==> src/rtl/lcd_text_console.sv <==
// lcd_text_console: turns an ASCII byte stream into lcd_rgb screen-memory writes,
// keeps a character cursor, and handles CR, LF, BS and FF.
module lcd_text_console #(
  parameter int         COLUMNS        = 60,
  parameter int         ROWS           = 17,
  parameter logic [7:0] CHAR_OFFSET    = 8'h20,
  parameter bit         CLEAR_ON_RESET = 1'b1
) (
  input  logic        clk,
  input  logic        rst,
  input  logic        in_valid,
  input  logic [7:0]  in_data,
  output logic        in_ready,
  output logic        bus_select,
  output logic [3:0]  bus_wstrb,
  output logic [9:0]  bus_addr,
  output logic [31:0] bus_data,
  input  logic        bus_ready,
  output logic [5:0]  cursor_col,
  output logic [4:0]  cursor_row,
  output logic        busy
);

  localparam logic [9:0]  COLS_W     = 10'(COLUMNS);
  localparam logic [9:0]  LAST_WORD  = 10'(ROWS * COLUMNS - 4);
  localparam logic [9:0]  ROW_SPAN   = 10'(COLUMNS - 4);
  localparam logic [5:0]  COL_MAX    = 6'(COLUMNS - 1);
  localparam logic [4:0]  ROW_MAX    = 5'(ROWS - 1);
  localparam logic [7:0]  BLANK      = 8'h20 - CHAR_OFFSET;
  localparam logic [31:0] BLANK_WORD = {4{BLANK}};

  localparam logic [7:0] CH_BS = 8'h08;
  localparam logic [7:0] CH_LF = 8'h0A;
  localparam logic [7:0] CH_FF = 8'h0C;
  localparam logic [7:0] CH_CR = 8'h0D;

  // IDLE waits for a byte, WR holds a request, GAP idles the bus for one cycle,
  // CLR latches the first word of a clear before handing over to WR/GAP.
  typedef enum logic [1:0] {IDLE, WR, GAP, CLR} state_t;

  state_t      state, state_nxt;
  logic        clr_active, clr_active_nxt;
  logic        clr_full, clr_full_nxt;
  logic        adv_pending, adv_pending_nxt;
  logic [9:0]  clr_start, clr_start_nxt;
  logic [9:0]  clr_last, clr_last_nxt;
  logic        bus_select_nxt;
  logic [3:0]  bus_wstrb_nxt;
  logic [9:0]  bus_addr_nxt;
  logic [31:0] bus_data_nxt;
  logic [5:0]  col_nxt;
  logic [4:0]  row_nxt;
  logic        in_ready_nxt;
  logic        busy_nxt;

  logic        accept;
  logic        is_print;
  logic [9:0]  cell_off;
  logic [4:0]  row_adv;
  logic [9:0]  row_adv_base;
  logic [7:0]  glyph;
  logic        clr_done;

  // Byte decode and cursor-derived addresses used by the control logic.
  always_comb begin
    accept       = in_valid && (state == IDLE);
    is_print     = (in_data >= 8'h20) && (in_data <= 8'h7E);
    cell_off     = 10'(cursor_row) * COLS_W + 10'(cursor_col);
    row_adv      = (cursor_row == ROW_MAX) ? 5'd0 : cursor_row + 5'd1;
    row_adv_base = 10'(row_adv) * COLS_W;
    glyph        = {1'b0, 7'(in_data - CHAR_OFFSET)};
    clr_done     = (bus_addr == clr_last);
  end

  // State register plus every registered output; reset abandons any job.
  always_ff @(posedge clk) begin
    if (rst) begin
      state       <= CLEAR_ON_RESET ? CLR : IDLE;
      clr_active  <= CLEAR_ON_RESET;
      clr_full    <= 1'b1;
      adv_pending <= 1'b0;
      clr_start   <= 10'd0;
      clr_last    <= LAST_WORD;
      bus_select  <= 1'b0;
      bus_wstrb   <= 4'd0;
      bus_addr    <= 10'd0;
      bus_data    <= 32'd0;
      cursor_col  <= 6'd0;
      cursor_row  <= 5'd0;
      in_ready    <= !CLEAR_ON_RESET;
      busy        <= CLEAR_ON_RESET;
    end else begin
      state       <= state_nxt;
      clr_active  <= clr_active_nxt;
      clr_full    <= clr_full_nxt;
      adv_pending <= adv_pending_nxt;
      clr_start   <= clr_start_nxt;
      clr_last    <= clr_last_nxt;
      bus_select  <= bus_select_nxt;
      bus_wstrb   <= bus_wstrb_nxt;
      bus_addr    <= bus_addr_nxt;
      bus_data    <= bus_data_nxt;
      cursor_col  <= col_nxt;
      cursor_row  <= row_nxt;
      in_ready    <= in_ready_nxt;
      busy        <= busy_nxt;
    end
  end

  // Next-state decision: printable bytes write, LF/FF clear, the rest stay idle.
  always_comb begin
    state_nxt = state;
    case (state)
      IDLE: begin
        if (accept) begin
          if (is_print) begin
            state_nxt = WR;
          end else if ((in_data == CH_LF) || (in_data == CH_FF)) begin
            state_nxt = CLR;
          end
        end
      end
      WR: begin
        if (bus_ready) begin
          state_nxt = GAP;
        end
      end
      GAP: begin
        if (clr_active) begin
          state_nxt = clr_done ? IDLE : WR;
        end else begin
          state_nxt = adv_pending ? CLR : IDLE;
        end
      end
      CLR: begin
        state_nxt = WR;
      end
      default: begin
        state_nxt = IDLE;
      end
    endcase
  end

  // Output and datapath values to be registered on the next edge.
  always_comb begin
    clr_active_nxt  = clr_active;
    clr_full_nxt    = clr_full;
    adv_pending_nxt = adv_pending;
    clr_start_nxt   = clr_start;
    clr_last_nxt    = clr_last;
    bus_wstrb_nxt   = bus_wstrb;
    bus_addr_nxt    = bus_addr;
    bus_data_nxt    = bus_data;
    col_nxt         = cursor_col;
    row_nxt         = cursor_row;

    case (state)
      IDLE: begin
        if (accept) begin
          if (is_print) begin
            bus_addr_nxt    = cell_off;
            bus_wstrb_nxt   = 4'b0001 << cell_off[1:0];
            bus_data_nxt    = 32'(glyph) << {cell_off[1:0], 3'b000};
            adv_pending_nxt = (cursor_col == COL_MAX);
            clr_active_nxt  = 1'b0;
          end else begin
            case (in_data)
              CH_CR: begin
                col_nxt = 6'd0;
              end
              CH_BS: begin
                if (cursor_col != 6'd0) begin
                  col_nxt = cursor_col - 6'd1;
                end
              end
              CH_LF: begin
                col_nxt         = 6'd0;
                row_nxt         = row_adv;
                clr_start_nxt   = row_adv_base;
                clr_last_nxt    = row_adv_base + ROW_SPAN;
                clr_full_nxt    = 1'b0;
                clr_active_nxt  = 1'b1;
                adv_pending_nxt = 1'b0;
              end
              CH_FF: begin
                clr_start_nxt   = 10'd0;
                clr_last_nxt    = LAST_WORD;
                clr_full_nxt    = 1'b1;
                clr_active_nxt  = 1'b1;
                adv_pending_nxt = 1'b0;
              end
              default: begin
              end
            endcase
          end
        end
      end
      GAP: begin
        if (clr_active) begin
          if (!clr_done) begin
            bus_addr_nxt = bus_addr + 10'd4;
          end else begin
            clr_active_nxt = 1'b0;
            if (clr_full) begin
              col_nxt = 6'd0;
              row_nxt = 5'd0;
            end
          end
        end else if (adv_pending) begin
          col_nxt         = 6'd0;
          row_nxt         = row_adv;
          clr_start_nxt   = row_adv_base;
          clr_last_nxt    = row_adv_base + ROW_SPAN;
          clr_full_nxt    = 1'b0;
          clr_active_nxt  = 1'b1;
          adv_pending_nxt = 1'b0;
        end else begin
          col_nxt = cursor_col + 6'd1;
        end
      end
      CLR: begin
        bus_addr_nxt  = clr_start;
        bus_wstrb_nxt = 4'hF;
        bus_data_nxt  = BLANK_WORD;
      end
      default: begin
      end
    endcase

    bus_select_nxt = (state_nxt == WR);
    in_ready_nxt   = (state_nxt == IDLE);
    busy_nxt       = (state_nxt != IDLE);
  end

endmodule

==> config.mk <==
export PLATFORM = sky130hd
export DESIGN_NAME = lcd_text_console
export DESIGN_NICKNAME = d
export VERILOG_FILES = /design/src/rtl/lcd_text_console.sv
export SDC_FILE = /design/constraint.sdc
export NUM_CORES = 1
export LEC_CHECK = 0
export ABC_AREA = 1
export BUFFER_PORTS_ARGS = -buffer_cell sky130_fd_sc_hd__clkbuf_2
export CORE_MARGIN = 2
export CORE_UTILIZATION = 35
export CTS_BUF_LIST = sky130_fd_sc_hd__clkbuf_4 sky130_fd_sc_hd__clkbuf_8 sky130_fd_sc_hd__clkbuf_16
export CTS_CLUSTER_SIZE = 30
export DETAILED_ROUTE_END_ITERATION = 10
export HOLD_SLACK_MARGIN = 0.1
export SETUP_SLACK_MARGIN = 0.3
export SLEW_MARGIN = 20
export SYNTH_ARGS = -nofsm -noshare
export SYNTH_HDL_FRONTEND = slang
export SYNTH_SLANG_ARGS = --single-unit
==> constraint.sdc <==
create_clock -name clk -period 6.43 [get_ports clk]
set_clock_uncertainty 0.1 [all_clocks]
set_input_delay 1.6075 -clock clk [delete_from_list [all_inputs] [get_ports clk]]
set_output_delay 1.6075 -clock clk [all_outputs]
set_load 0.005 [all_outputs]
==> results_dict.tcl, run 1 <==
set metrics [dict create \
    ctsHoldBuffers 0 \
    grt_pass1_vias 4458 \
    worst_pin_slew_ns 0.650 \
    pre_cts_slack_ns 2.38 \
    hold-path-cell-count 2 \
    start_util_pct 35.9 \
    setup_ws_ns 2.34 \
    cellPowerDensity_mw_per_mm2 328 \
    clk_latency_ns 0.34 \
    reg2reg_depth 21 \
    status "finished, final reports clean" \
    first_pass_iters 5 \
    fin_cells 1059 \
    synth_edf_count 0 \
    fin_nets 906 \
    rsz0062_at_grt "false" \
    hpwl_um 10600 \
    arrival_ns 4.24 \
    io-pin-count 72 \
    post_cts_resized 0 \
    timing.slew.headroom_pct 56.7 \
    min_to "clr_start[3]" \
    clock-root-buffer "clkbuf_16" \
    crit_type "flip-flop to flip-flop" \
    io_buffers 67 \
    total_leakage_power_nw 3.01 \
    overflow 0 \
    cts.sinks 76 \
    antenna_found_initial 0 \
    rows 45 \
    ys_warn_count 0 \
    multi_input_area_mm2 0.00337 \
    final_util_pct 40.4 \
    syn-cell-area_mm2 0.00547 \
    n_fill_cell 1632 \
    place_congestion 0.848 \
    min_from "clr_start[3]" \
    critPathCaptureType "flip-flop" \
    vias 4986 \
    synth.area.top_cells "dfxtp_1 28%, nand2_1 12%, ha_1 9.1%, nor2_1 6.6%, inv_1 5.8%" \
    yosysSeqAreaShare_pct 27.8 \
    r2r_start "cursor_row[0]" \
    vdd_drop_max_v 0.000141 \
    synth_cell_type_count 52 \
    die_h_um 129 \
    startpoint_type "flip-flop" \
    cp_max_fo 11 \
    viasPerCell 4.71 \
    cts_setup_buffers 0 \
    drtIter0Drc 283 \
    synth_ff_type "dfxtp_1" \
    cts.path.max_buffers 2 \
    synthArstFlopShare_pct 0 \
    drt-total-wl_um 13900 \
    syn-mean-instance-area_um2 6.91 \
    synth_top_area_share_pct 27.8 \
    seqCellArea_mm2 0.00152 \
    drv_slew 0 \
    required_ns 6.57 \
    h-tree-depth 3 \
    ant_nets 0 \
    grt_max_degree 62 \
    grt_pass1_wl_um 23200 \
    hold_violations 0 \
    maxCapViolCount 0 \
    cts_tree "built" \
    drc_errors 0 \
    ys_ff_latch 76 \
    yosysTopAreaCell "dfxtp_1" \
    antennaDiodeCount 0 \
    area_delta_synth_final_pct 12.7 \
    reg2reg_setup_slack_ns 2.34 \
    track_usage_pct 17.4 \
    drive_gt1_share_pct 15.2 \
    setup_viol 0 \
    min_path_type "flip-flop to flip-flop" \
    cts_buffers 9 \
    clkSlewWorstSetupHoldPaths_ns 0.06 \
    finalSetupTns_ns 0 \
    fmax_mhz 244 \
    die_area_mm2 0.0166 \
    dp_cells 1043 \
    core_area_mm2 0.0153 \
    min_period_ns 4.09 \
    period_share_pct 63.6 \
    reg2reg_to "clr_last[9]" \
    fp.dieW_um 129 \
    synth_cells 792 \
    avgRoutedWirePerCell_um 13.2 \
]
-- how the worst max path moves through the flow --
| stage | startpoint | endpoint | slack (ns) | depth (start not counted) |
|---|---|---|---|---|
| final | cursor_row[0] | clr_last[9] | 2.34 | 21 |
| after global routing | cursor_row[0] | clr_last[9] | 1.99 | 19 |
| after CTS | cursor_row[2] | clr_last[9] | 2.36 | 21 |
| after detailed placement | cursor_row[2] | clr_last[9] | 2.38 | 21 |
| after global placement | cursor_row[2] | clr_last[9] | 2.48 | 21 |
| after floorplan | cursor_row[2] | clr_last[9] | 2.76 | 21 |
-- through the flow --
stage | instance area (µm²) | hold slack, ns | total power [W]
after global routing | 6160 | 0.377 | 0.00217
after CTS | 6160 | 0.354 | 0.00203
final | 6160 | 0.355 | 0.00202
after detailed placement | 5850 | 0.345 | 0.00149
after global placement | 5850 | 0.341 | 0.00149
after floorplan | 5480 | 0.327 | 0.00128
-- state kept, by name, indices dropped and copies added (netlist names), 2 cells and up --
name	count
clr_last	7
bus_wstrb	4
state	2
clr_start	8
bus_data	28
bus_addr	10
cursor_row	5
cursor_col	6
-- metal layers --
layer	wire, µm	track usage (%)	vias to the layer above	share of wire, %
li1	-	-	2674	-
met1	7200	25.8	2192	52
met2	5910	26.0	104	42
met3	612	2.31	16	4.4
met4	223	6.01	0	1.6
met5	0	0	-	0
-- synthesized netlist by cell type, drive strengths merged, types with 3 or more instances --
master	number
nand3b	3
nor2	105
nand3	55
inv	92
clkbuf	13
buf	18
nand4	16
o211ai	3
fa	11
nor3	5
xor2	8
nand2	183
dfxtp	76
a21oi	50
or2	4
xnor2	6
ha	40
o21ai	86
-- area by class of cell --
| type | count | area share, % |
|---|---|---|
| multi-input combinational | 595 | 54.7 |
| sequential | 76 | 24.7 |
| inverter | 93 | 5.70 |
| timing repair buffer | 68 | 5.56 |
| tap | 211 | 4.28 |
| clock buffer | 10 | 3.88 |
| clock inverter | 6 | 1.18 |
-- report_power, final --
part	leakage (nW)	total, W	internal (W)	switching (W)
clock	0.155	0.000534	0.000315	0.000218
combinational	2.24	0.000799	0.000300	0.000499
sequential	0.624	0.000690	0.000584	0.000106
total	3.01	0.00202	0.00120	0.000824
-- cell families after synthesis --
logic type / count (synthesis) / synth area share, %
adder cells (fa/ha/maj): 51 / 13.2
XOR/XNOR: 14 / 2.24
multiplexers: 1 / 0.183
other: 1 / 0.0685
AND/OR/NAND/NOR: 376 / 31.0
flip-flops: 76 / 27.8
AO/OA/AOI/OAI: 149 / 14.7
buffers and inverters: 124 / 10.7
-- cell usage in the layout (no fill, tap or decap), types with 3 or more instances in the layout --
cell type and instances:
inv_1 84, o21ai_1 30, clkbuf_16 9, a21oi_2 5, nor2_2 6, nand3_1 49
nand3_2 5, o21ai_0 54, nand4_1 16, xnor2_1 6, or2_2 3, inv_2 7
nand2_2 6, nor2_1 96, ha_1 40, fa_1 11, clkinv_4 3, a21oi_1 45
o211ai_1 3, dfxtp_1 76, xor2_1 8, nand3b_1 3, nor3_1 3, nand2_1 174
nand2_4 3, clkbuf_2 67, conb_1 4
-- critical path, stage by stage (launching register included) --
cell and delay (ns):
dfxtp_1 0.58, inv_1 0.19, ha_1 0.24, nand3_1 0.20
nand2_1 0.22, xnor2_1 0.19, inv_1 0.06, ha_1 0.26
inv_1 0.05, fa_1 0.49, inv_1 0.04, ha_1 0.37
a21oi_1 0.22, nand2_1 0.07, nand2_1 0.06, nand2_1 0.08
nor2_1 0.23, nand2_1 0.10, nand2_1 0.07, nand3_1 0.06
nand2_1 0.08, nand2_1 0.04
Power figures use the tool's default switching activity.
==> run 2, diff against run 1 <==
==> constraint.sdc (replaced) <==
create_clock -name clk -period 3.5 [get_ports clk]
set_clock_uncertainty 0.1 [all_clocks]
set_input_delay 0.875 -clock clk [delete_from_list [all_inputs] [get_ports clk]]
set_output_delay 0.875 -clock clk [all_outputs]
set_load 0.005 [all_outputs]
==> results_dict.tcl, run 2 (synthesis gave the netlist of run 1 again) <==
set metrics [dict create \
    status "finished, final reports clean" \
    drt-total-wl_um 15000 \
    die_area_mm2 0.0166 \
    maxCapViolCount 0 \
    final_common_cell "nand2_1" \
    grt_pass1_vias 4678 \
    cp_max_fo 5 \
    fp.dieW_um 129 \
    area_delta_synth_final_pct 23.4 \
    hold_violations 0 \
    timing.slew.headroom_pct 57.2 \
    cts_buffers 9 \
    r2r_start "cursor_row[0]" \
    setup_viol 0 \
    rows 45 \
    final_util_pct 44.3 \
    design_area_mm2 0.00675 \
    die_h_um 129 \
    track_usage_pct 18.3 \
    cellPowerDensity_mw_per_mm2 578 \
    h-tree-depth 3 \
    clock-root-buffer "clkbuf_16" \
    p_switching_w 0.00160 \
    crit_start "cursor_row[0]" \
    pwr-share-comb_pct 43.3 \
    fin_nets 935 \
    clockPowerShare_pct 24.4 \
    place_congestion 0.824 \
    core_area_mm2 0.0153 \
    rsz0062_at_grt "true" \
    whs_ns 0.353 \
    ctsHoldBuffers 0 \
    p_int_w 0.00231 \
    io-pin-count 72 \
    vdd_drop_max_v 0.000276 \
    largest_reg_flops 28 \
    place_area_mm2 0.00599 \
    vias 5157 \
    grt_max_degree 60 \
    cts.sinks 76 \
    total_leakage_power_nw 3.20 \
    crit_type "flip-flop to flip-flop" \
    startpoint_type "flip-flop" \
    finalSetupTns_ns 0 \
    antenna_found_initial 0 \
    period_share_pct 94.9 \
    fmax_mhz 301 \
    required_ns 3.63 \
    avgRoutedWirePerCell_um 13.8 \
    reg2reg_depth 18 \
    clkSlewWorstSetupHoldPaths_ns 0.06 \
    overflow 0 \
    arrival_ns 3.45 \
    seqPwrFrac_pct 32.3 \
    worst_pin_slew_ns 0.638 \
    drtIter0Drc 369 \
    first_pass_iters 4 \
    cts.path.max_buffers 2 \
    crit_end "clr_last[9]" \
    start_util_pct 35.9 \
    largestRegisters "bus_data (28), bus_addr (10), clr_start (8)" \
    ant_nets 0 \
    grt_pass1_wl_um 24300 \
    min_path_type "flip-flop to flip-flop" \
    io_buffers 67 \
    hpwl_um 10900 \
    reg2reg_to "clr_last[9]" \
    drc_errors 0 \
    most-common-layout-cells "166 x nand2_1, 86 x nor2_1, 73 x inv_1, 72 x dfxtp_1, 67 x clkbuf_2" \
    drv_slew 0 \
    power_switching_share_pct 40.9 \
    critPathCaptureType "flip-flop" \
    drive_gt1_share_pct 25.2 \
    reg2reg_setup_slack_ns 0.18 \
    clk_latency_ns 0.34 \
    min_period_ns 3.32 \
    viasPerCell 4.74 \
    regMostFlops "bus_data" \
    cts_tree "built" \
    antennaDiodeCount 0 \
]
-- run 2: area by class of cell --
type,count,area (µm²)
Clock buffer,9,225
Clock inverter,7,72.6
Fill cell,1577,8500
Inverter,93,362
Multi-Input combinational cell,595,3710
Sequential cell,76,1530
Tap cell,211,264
Timing Repair Buffer,97,583
-- run 2: how the worst min path moves through the flow --
stage,from,endpoint,slack [ns],cells after the start
3_3_place_gp,clr_start[3],clr_start[3],0.34,2
5_1_grt,clr_full,clr_full,0.38,2
3_5_place_dp,clr_start[3],clr_start[3],0.34,2
6_report,clr_start[3],clr_start[3],0.35,2
4_1_cts,clr_start[3],clr_start[3],0.35,2
2_1_floorplan,clr_full,clr_full,0.33,2
-- run 2: layer usage --
layer | global-route usage [%] | vias to the layer above | wire (µm)
met5 | 0 | - | 0
met4 | 4.48 | 0 | 156
met3 | 2.52 | 11 | 477
met2 | 29.3 | 71 | 6920
met1 | 26.3 | 2336 | 7430
li1 | - | 2739 | -
-- run 2: worst max-delay path: stages, from the launching register on --
cell and delay, ns:
dfxtp_4 0.40, inv_4 0.05, ha_4 0.33, inv_4 0.05
nand3_4 0.07, and2_4 0.16, inv_4 0.04, ha_4 0.26
inv_2 0.03, fa_1 0.47, fa_2 0.40, xnor2_2 0.30
nand2_4 0.10, nor2_4 0.15, nand2_2 0.07, nand2_1 0.07
nand3_1 0.07, nand2_1 0.08, nand2_1 0.05
-- run 2: stage by stage --
step | power (W) | setup slack [ns] | instances
3_5_place_dp | 0.00278 | 0.0793 | 1054
2_1_floorplan | 0.00238 | 0.240 | 795
5_1_grt | 0.00421 | 0.0520 | 1088
6_report | 0.00391 | 0.179 | 1088
4_1_cts | 0.00386 | 0.222 | 1083
3_3_place_gp | 0.00278 | 0.121 | 1054
-- run 2: power groups by stage --
stage	clock [W]	combinational (W)	sequential, W
2_1_floorplan	0	0.00113	0.00125
3_3_place_gp	0	0.00151	0.00127
3_5_place_dp	0	0.00151	0.00127
4_1_cts	0.000968	0.00163	0.00126
5_1_grt	0.00101	0.00191	0.00129
6_report	0.000955	0.00169	0.00126
-- run 2: what timing repair did --
item,in CTS,in global routing
buffers inserted,13,5
pin swaps,30,39
endpoints found under the setup margin,11,13
resized for setup,39,41
